==> config.mk <==
export PLATFORM = sky130hd
export DESIGN_NAME = tmds_channel_decoder
export DESIGN_NICKNAME = d
export VERILOG_FILES = /design/src/rtl/tmds_channel_decoder.sv
export SDC_FILE = /design/constraint.sdc
export NUM_CORES = 1
export LEC_CHECK = 0
export ABC_AREA = 1
export BUFFER_PORTS_ARGS = -buffer_cell sky130_fd_sc_hd__buf_2
export CORE_MARGIN = 8
export CORE_UTILIZATION = 45
export CTS_BUF_LIST = sky130_fd_sc_hd__clkbuf_4 sky130_fd_sc_hd__clkbuf_8 sky130_fd_sc_hd__clkbuf_16
export CTS_CLUSTER_DIAMETER = 40
export CTS_CLUSTER_SIZE = 20
export DETAILED_ROUTE_END_ITERATION = 8
export GPL_ROUTABILITY_DRIVEN = 0
export GPL_TIMING_DRIVEN = 0
export SYNTH_ARGS = -nofsm -noshare
export SYNTH_HDL_FRONTEND = slang
export SYNTH_SLANG_ARGS = --single-unit
==> constraint.sdc <==
create_clock -name clk -period 4 [get_ports clk]
set_input_delay 1.2 -clock clk [delete_from_list [all_inputs] [get_ports clk]]
set_output_delay 1.2 -clock clk [all_outputs]
set_load 0.05 [all_outputs]
==> src/rtl/tmds_channel_decoder.sv <==
// TMDS receive channel: word alignment on control tokens, then 10b->8b decode.
// Optional unlock-event counter is built when TMDS_DECODER_ERRCNT_EN is defined.
module tmds_channel_decoder #(
    parameter int SEARCH_TIMEOUT = 1024,
    parameter int LOCK_COUNT     = 16,
    parameter int LOSS_TIMEOUT   = 2048
) (
    input  logic        clk,
    input  logic        rst,
    input  logic [9:0]  tmds_in,
    input  logic        tmds_valid,
    output logic [7:0]  vd,
    output logic [1:0]  cd,
    output logic        vde,
    output logic        out_valid,
    output logic        aligned,
    output logic [3:0]  bit_offset,
    output logic [15:0] err_count
);

    localparam int SW = $clog2(SEARCH_TIMEOUT + 1);
    localparam int TW = $clog2(LOCK_COUNT + 1);
    localparam int LW = $clog2(LOSS_TIMEOUT + 1);

    typedef enum logic [1:0] {
        ST_SEARCH = 2'd0,
        ST_CHECK  = 2'd1,
        ST_LOCKED = 2'd2
    } state_t;

    state_t          state_q, state_d;
    logic [3:0]      off_q, off_d;
    logic [SW-1:0]   srch_q, srch_d;
    logic [TW-1:0]   tok_q, tok_d;
    logic [LW-1:0]   loss_q, loss_d;
    logic [9:0]      prev_q, prev_d;
    logic [7:0]      vd_q, vd_d;
    logic [1:0]      cd_q, cd_d;
    logic            vde_q, vde_d;
    logic            ov_q, ov_d;
    logic            aligned_q, aligned_d;

    logic [19:0]     window_s;
    logic [9:0]      word_s;
    logic [2:0]      tok_info_s;
    logic            is_tok_s;
    logic [1:0]      tok_code_s;

    // Returns {is_token, control_code} for an aligned 10-bit word.
    function automatic logic [2:0] token_lookup(input logic [9:0] w);
        logic [2:0] r;
        case (w)
            10'h354: r = 3'b1_00;
            10'h0AB: r = 3'b1_01;
            10'h154: r = 3'b1_10;
            10'h2AB: r = 3'b1_11;
            default: r = 3'b0_00;
        endcase
        return r;
    endfunction

    function automatic logic [7:0] tmds_decode(input logic [9:0] w);
        logic [7:0] q;
        logic [7:0] d;
        q = w[9] ? ~w[7:0] : w[7:0];
        d[0] = q[0];
        for (int i = 1; i < 8; i++) begin
            d[i] = w[8] ? (q[i] ^ q[i-1]) : ~(q[i] ^ q[i-1]);
        end
        return d;
    endfunction

    function automatic logic [3:0] next_offset(input logic [3:0] o);
        return (o >= 4'd9) ? 4'd0 : o + 4'd1;
    endfunction

    assign window_s   = {tmds_in, prev_q};
    assign tok_info_s = token_lookup(word_s);
    assign is_tok_s   = tok_info_s[2];
    assign tok_code_s = tok_info_s[1:0];

    // Barrel select of the aligned word out of the two-word window.
    always_comb begin
        word_s = window_s[9:0];
        case (off_q)
            4'd0:    word_s = window_s[9:0];
            4'd1:    word_s = window_s[10:1];
            4'd2:    word_s = window_s[11:2];
            4'd3:    word_s = window_s[12:3];
            4'd4:    word_s = window_s[13:4];
            4'd5:    word_s = window_s[14:5];
            4'd6:    word_s = window_s[15:6];
            4'd7:    word_s = window_s[16:7];
            4'd8:    word_s = window_s[17:8];
            4'd9:    word_s = window_s[18:9];
            default: word_s = window_s[9:0];
        endcase
    end

    // Alignment FSM next-state; every counter advances on accepted words only.
    always_comb begin
        state_d = state_q;
        off_d   = off_q;
        srch_d  = srch_q;
        tok_d   = tok_q;
        loss_d  = loss_q;
        prev_d  = prev_q;
        if (tmds_valid) begin
            prev_d = tmds_in;
            case (state_q)
                ST_SEARCH: begin
                    if (is_tok_s) begin
                        state_d = ST_CHECK;
                        tok_d   = TW'(1);
                        srch_d  = '0;
                    end else if (srch_q == SW'(SEARCH_TIMEOUT - 1)) begin
                        off_d  = next_offset(off_q);
                        srch_d = '0;
                    end else begin
                        srch_d = srch_q + SW'(1);
                    end
                end
                ST_CHECK: begin
                    if (is_tok_s) begin
                        if (tok_q == TW'(LOCK_COUNT - 1)) begin
                            state_d = ST_LOCKED;
                            tok_d   = '0;
                            loss_d  = '0;
                        end else begin
                            tok_d = tok_q + TW'(1);
                        end
                    end else begin
                        state_d = ST_SEARCH;
                        off_d   = next_offset(off_q);
                        srch_d  = '0;
                        tok_d   = '0;
                        loss_d  = '0;
                    end
                end
                ST_LOCKED: begin
                    if (is_tok_s) begin
                        loss_d = '0;
                    end else if (loss_q == LW'(LOSS_TIMEOUT - 1)) begin
                        state_d = ST_SEARCH;
                        srch_d  = '0;
                        tok_d   = '0;
                        loss_d  = '0;
                    end else begin
                        loss_d = loss_q + LW'(1);
                    end
                end
                default: begin
                    state_d = ST_SEARCH;
                    srch_d  = '0;
                    tok_d   = '0;
                    loss_d  = '0;
                end
            endcase
        end else begin
            state_d = state_q;
        end
    end

    // Output stage: outputs are zero whenever the next cycle is not aligned,
    // so vd/cd/vde never show stale data alongside aligned=0.
    always_comb begin
        vd_d      = vd_q;
        cd_d      = cd_q;
        vde_d     = vde_q;
        ov_d      = 1'b0;
        aligned_d = (state_d == ST_LOCKED);
        if (state_d != ST_LOCKED) begin
            vd_d  = 8'd0;
            cd_d  = 2'd0;
            vde_d = 1'b0;
        end else if (tmds_valid && (state_q == ST_LOCKED)) begin
            ov_d = 1'b1;
            if (is_tok_s) begin
                vde_d = 1'b0;
                cd_d  = tok_code_s;
                vd_d  = 8'd0;
            end else begin
                vde_d = 1'b1;
                vd_d  = tmds_decode(word_s);
            end
        end else begin
            ov_d = 1'b0;
        end
    end

    // State and output registers.
    always_ff @(posedge clk) begin
        if (rst) begin
            state_q   <= ST_SEARCH;
            off_q     <= 4'd0;
            srch_q    <= '0;
            tok_q     <= '0;
            loss_q    <= '0;
            prev_q    <= 10'd0;
            vd_q      <= 8'd0;
            cd_q      <= 2'd0;
            vde_q     <= 1'b0;
            ov_q      <= 1'b0;
            aligned_q <= 1'b0;
        end else begin
            state_q   <= state_d;
            off_q     <= off_d;
            srch_q    <= srch_d;
            tok_q     <= tok_d;
            loss_q    <= loss_d;
            prev_q    <= prev_d;
            vd_q      <= vd_d;
            cd_q      <= cd_d;
            vde_q     <= vde_d;
            ov_q      <= ov_d;
            aligned_q <= aligned_d;
        end
    end

    assign vd         = vd_q;
    assign cd         = cd_q;
    assign vde        = vde_q;
    assign out_valid  = ov_q;
    assign aligned    = aligned_q;
    assign bit_offset = off_q;

`ifdef TMDS_DECODER_ERRCNT_EN
    logic [15:0] err_q, err_d;
    logic        lost_s;

    assign lost_s = tmds_valid && (state_q == ST_LOCKED) && (state_d == ST_SEARCH);

    // Saturating count of lock-loss events.
    always_comb begin
        if (lost_s && (err_q != 16'hFFFF)) begin
            err_d = err_q + 16'd1;
        end else begin
            err_d = err_q;
        end
    end

    // Unlock counter register.
    always_ff @(posedge clk) begin
        if (rst) begin
            err_q <= 16'd0;
        end else begin
            err_q <= err_d;
        end
    end

    assign err_count = err_q;
`else
    assign err_count = 16'd0;
`endif

endmodule
======== Yosys cells after proc, flatten, opt, wreduce, memory -nomap -nowiden ========
Index checks and enable logic that the tools add are counted.
cells by class
  mux-type cells .......................... 42
  magnitude comparators ................... 1
  eq/ne operators ......................... 27
  add/subtract/negate cells ............... 4
  bitwise gates (word level) .............. 16
  reduce and logical (&&, ||, !) cells .... 9
operator list
  operator                                                           number
  10-bit one-hot mux with 9 select lines                             1
  11-bit 2-to-1 mux                                                  5
  12-bit 2-to-1 mux                                                  4
  12-bit one-hot mux with 3 select lines                             1
  11-bit one-hot mux with 3 select lines                             1
  5-bit 2-to-1 mux                                                   5
  10-bit == test, second input constant                              2
  4-bit by 3-bit == test with 1-bit output, second input constant    4
  4-bit 2-to-1 mux                                                   4
  8-bit 2-to-1 mux                                                   2
  5-bit one-hot mux with 3 select lines                              1
  2-bit inequality test, second input constant                       7
  12-bit by 1-bit adder with 12-bit output, second input constant    1
  12-bit by 11-bit == test with 1-bit output, second input constant  1
  2-bit 2-to-1 mux                                                   6
  3-bit one-hot mux with 4 select lines                              1
  11-bit by 1-bit adder with 11-bit output, second input constant    1
  11-bit by 10-bit == test with 1-bit output, second input constant  1
  10-bit by 8-bit == test with 1-bit output, second input constant   1
  10-bit by 9-bit == test with 1-bit output, second input constant   1
  1-bit 2-to-1 mux                                                   9
  4-bit by 2-bit == test with 1-bit output, second input constant    2
  4-bit == test, second input constant                               2
  1-bit inverter                                                     8
  20 further kinds                                                   28
storage, ports and cells
  output and inout port bits .............. 33
  flip-flop bits (word level) ............. 57
  word-level logic and storage cells ...... 110
  input port bits ......................... 13

======== Depth between registers and ports, before layout ========
  depth in word-level cells ............... 9
  gate-level depth with buffers ........... 23
  depth with buffers taken out ............ 21

======== Worst setup path after synthesis ========
Ideal clock, no wire load.
  kind .................................... reg-to-reg
  start point ............................. register off_q[1], in the netlist bit_offset[1]
  end point ............................... register vd_q[1], in the netlist vd[1]
  setup time .............................. 0.118 ns
  slack ................................... 0.574 ns
  clock period less this slack ............ 3.426 ns
  path buffers ............................ 4
  required time ........................... 3.882 ns
  data arrival time ....................... 3.308 ns
  stages on the path, launching flop included .. 24
  path through ............................ dfxtp_1 > inv_1 > ha_1 > clkbuf_1 > nand3_2 > nand3_4 > nor2_8 > inv_1 > clkbuf_1 > nand2_1 > nor2_1 > nor2_1 > ha_1 > nand2_1 > nor2_1 > nand2_4 > nand2_2 > buf_6 > inv_4 > nor2_2 > nor2_4 > nand3_4 > buf_8 > nor2_2
between the ends
  word-level cells in the longest chain between the ends .. 9
  elaborated cells on any way between the ends .. 28
  those cells by class .................... eq/ne: 14; mux: 10; bitwise: 3; reduce/logical: 1
RTL lines
  item                                        RTL line       RTL
  start, declared                             32             logic [3:0] off_q, off_d;
  start signal, assigned                      195            off_q <= 4'd0;
  start signal, assigned                      207            off_q <= off_d;
  4-bit == test (tied with other cells)       85             case (off_q)
  10-bit one-hot mux with 9 select lines *    85
  10-bit == test (tied with other cells)      52             case (w)
  3-bit one-hot mux with 4 select lines       52
  2-bit 2-to-1 mux, on equally long branches  141, 112, 124
  2-bit one-hot mux with 3 select lines       110            case (state_q)
  2-bit 2-to-1 mux                            108            if (tmds_valid) begin
  2-bit inequality test                       172            if (state_d != ST_LOCKED) begin
  2-bit OR reduction (no line)                -
  end signal, assigned                        212            vd_q <= vd_d;
  end, declared                               37             logic [7:0] vd_q, vd_d;
Mark *: on every way between the ends. The rest lies on a longest branch, timed or not.
A chain may end at the register's enable or synchronous reset.

======== Final worst setup path ========
  start point ............................. input tmds_in[1]
  end point ............................... register srch_q[7]
between the ends
  word-level cells in the longest chain between the ends .. 5
  elaborated cells on any way between the ends .. 11
  those cells by class .................... eq/ne: 6; mux: 4; reduce/logical: 1
RTL lines
  item                                                                           RTL line  RTL
  start, declared                                                                10        input logic [9:0] tmds_in,
  10-bit one-hot mux with 9 select lines *                                       85
  10-bit == test (tied with other cells)                                         52
  3-bit one-hot mux with 4 select lines *                                        52
  11-bit 2-to-1 mux or 2-bit inequality test (tied branches)                     -
  11-bit one-hot mux with 3 select lines or 4-bit AND reduction (tied branches)  -
  end signal, assigned                                                           208       srch_q <= srch_d;
  end, declared                                                                  33        logic [SW-1:0] srch_q, srch_d;
Marked as above.

==> impl_results.md <==
* Outcome: completed
* Most common cell after layout, fill and taps aside: nand2_1
* TNS Setup at 0 ns
* Die H at between 100 and 150 µm
* CP cell instances: buf_2 -> inv_1 -> o21ai_0 -> a2111oi_0 -> nand3_1 -> o21ai_0 -> ha_1 -> nand2_1 -> nor2_1 -> nand3_2 -> nand2_2 -> buf_6 -> nand2_2 -> nand3_4 -> buf_6 -> nand2_1 -> nand2_1 -> nor2_1
* RSZ-0062 raised after global routing: no
* Dpl ws at ~0.015 ns
* Routed Antenna Nets at 0
* Post-Place Cells at ~900
* Routed WL per cell at roughly 13 µm
* Family with the most delay on the worst path: simple AND/OR/NAND/NOR gates
* Largest net degree at the start of global routing at 11
* First-pass GRT wire length at 20,500 µm
* Max-cap viol count at 0
* #FFs+latches synth at 57
* VDD IR max at 0.000217 V
* EDFF count, synth at 0
* Hold Slack at 0.456 ns
* Sequential area share after synthesis at 25.5%
* Share of synthesized registers carrying an async set or reset at 0%
* Fraction of layout cells with a size suffix above 1 at between 10% and 20%
* Critical Path RT at 4.21 ns
* Worst setup SP type: input pin
* Worst Path Buf+Inv at 4
* Initial core utilization at 45.9%
* Critical path endpoint category: flip-flop
* Layout Skew at 0.00531 ns
* Number of antenna diodes at 0
* Finished Cell Area at 5110 µm²
* Core Area at 9730 µm²
* Slew @ Worst Pin at 0.610 ns
* Max FO, Critical Path at 10
* Final net count at 809
* Full die area at 13,400 µm²
* Cells after synthesis at 729
* Synthesized cell area at 4470 µm²
* Fin. max-slew vios at 0
* DR iter-0 viols at between 200 and 300
* Post-CTS Setup Repair Bufs at 0
* CTS Buf Count at 9
* Vias in the first global route at between 4,000 and 5,000
* Clock Sinks at 57
* Flop-to-flop setup slack at 0.42 ns
* Worst-skew pair later-pin latency at between 0.3 and 0.4 ns
* Final wirelength at 12,200 µm
* DRC at 0
* CP Class: input pin to flip-flop
* CP peak stage delay at 0.42 ns
* Clock root buffer: clkbuf_8
* Dpl cell area at 4830 µm²
* Clock Pin Slew Worst Setup and Hold Paths at 0.07 ns
* GRT overflow at 0
* Slowest-stage cell, CP: a2111oi_0
* Fmax at 0.278 GHz
* Vias per cell at 5.07
* Critical Path AT at 3.80 ns
* DP HPWL at 9280 µm
* Std cell rows at 36
* CTS tree: done
* Commonest non-fill, non-tap cells in the layout: 186 x nand2_1, 125 x nor2_1, 76 x inv_1
* Initial antenna violation count at 0
* Final Hold Viols at 0
* PwrDens at 314 nW/µm²
* Static Leak at 0.00247 µW
* Non-Filler Instances at 919
* CTS H-tree depth at 3
* Rel. slew slack at 59.2%
* Tcrit/Tclk final at 89.8%
* Hold WC Path Type: flip-flop to flip-flop
* Most used cell along the critical path: nand2_1
* Top FF cell, synth: dfxtp_1
* Yosys cell types at 47
* Ports at 46
* Synthesis-to-layout area growth at 14.4%
* Total number of vias at 4,663
* CTS Buffer Depth at 2
* YS warnings at 0
* DIE WIDTH at between 100 and 150 µm
* Avg Inst Size Synth at 6.13 µm²
* Overall Global Routing Usage at a little under a fifth
* Final setup violation count at 0
* 1st-pass router iterations at 5
* Fillers at between 1,000 and 1,500
* PortBufs at 27
* Final setup margin at 0.409 ns
* Final Critical Period at ~3.6 ns
==> tightest hold or removal path: stages (launching register included) <==
cell	delay, ns
dfxtp_1	0.31
o21ai_0	0.07
nor2_1	0.04
==> synth_stat cells (3+ instances only) <==
master / n / area share [%]
clkbuf_1: 12 / 1.0
nor3_1: 5 / 0.56
nand3_2: 4 / 0.90
nor2_2: 16 / 2.2
nand4_1: 15 / 2.1
o21ai_1: 3 / 0.34
a31oi_1: 4 / 0.56
nand2_4: 3 / 0.76
buf_4: 16 / 2.7
nor2_1: 128 / 11
nand2_2: 9 / 1.3
inv_1: 76 / 6.4
o22ai_1: 5 / 0.70
nand3_4: 3 / 1.2
nand3b_1: 3 / 0.50
dfxtp_1: 57 / 26
inv_2: 6 / 0.50
buf_6: 3 / 0.76
xnor2_1: 4 / 0.78
xor2_1: 8 / 1.6
o21ai_0: 32 / 3.6
a21oi_1: 25 / 2.8
nand2_1: 187 / 16
nand3_1: 60 / 6.7
ha_1: 15 / 4.2
a22oi_1: 4 / 0.67
==> report_power, final <==
| group | internal, µW | leakage, µW | switching, µW |
|---|---|---|---|
| Clock | 510 | 0.000140 | 235 |
| Sequential | 590 | 0.000465 | 23.2 |
| Combinational | 79.0 | 0.00187 | 165 |
| Total | 1180 | 0.00247 | 423 |
==> repair_timing <==
action                                 CTS  global route
setup endpoints to repair                0            44
gates resized for setup                  0             6
endpoints found under the hold margin    0             0
hold buffers                             0             0
==> cell type report <==
class / instances / area [µm²] / share of cell area (%)
Buffer: 34 / 225 / 4.41
Tap cell: 133 / 166 / 3.26
Clock inverter: 5 / 125 / 2.45
Sequential cell: 57 / 1140 / 22.3
Multi-Input combinational cell: 569 / 2850 / 55.8
Inverter: 83 / 314 / 6.14
Timing Repair Buffer: 27 / 135 / 2.64
Clock buffer: 11 / 151 / 2.96
==> per-stage QoR <==
stage / util, % / power (µW)
after floorplan: - / 813
after global placement: 49.6 / 864
after CTS: 52.5 / 1620
after global routing: 52.5 / 1680
after detailed placement: 49.6 / 868
final: 52.5 / 1600
==> path summary, 6_finish.rpt <==
check,from,endpoint,cells after the start
worst min-delay path,tok_q[4],tok_q[4],2
worst max register to register,bit_offset[1],srch_q[7],22
worst min register to register,tok_q[4],tok_q[4],2
worst max-delay path,tmds_in[1],srch_q[7],18
==> layer usage <==
metal	track usage (%)	wire length [µm]	vias to the layer above
met5	0	0	-
met4	8.21	277	0
met3	3.49	640	24
met2	32.1	5880	116
met1	23.3	5440	2132
li1	-	-	2391
==> registers in the layout (all words and copies together) (netlist names) <==
| register | cells |
|---|---|
| srch_q | 11 |
| vde | 1 |
| loss_q | 12 |
| out_valid | 1 |
| bit_offset | 4 |
| aligned | 1 |
| cd | 2 |
| tok_q | 5 |
| state_q | 2 |
| vd | 8 |
| prev_q | 10 |
==> kinds of logic after synthesis <==
kind of cell / after synthesis / synth area share, %
AND/OR/NAND/NOR: 441 / 44.6
buffers and inverters: 118 / 12.1
AO/OA/AOI/OAI: 85 / 11.1
flip-flops: 57 / 25.5
adder cells (fa/ha/maj): 15 / 4.20
XOR/XNOR: 12 / 2.35
other: 1 / 0.0839
Note: power is estimated with default switching activity, not from simulation.
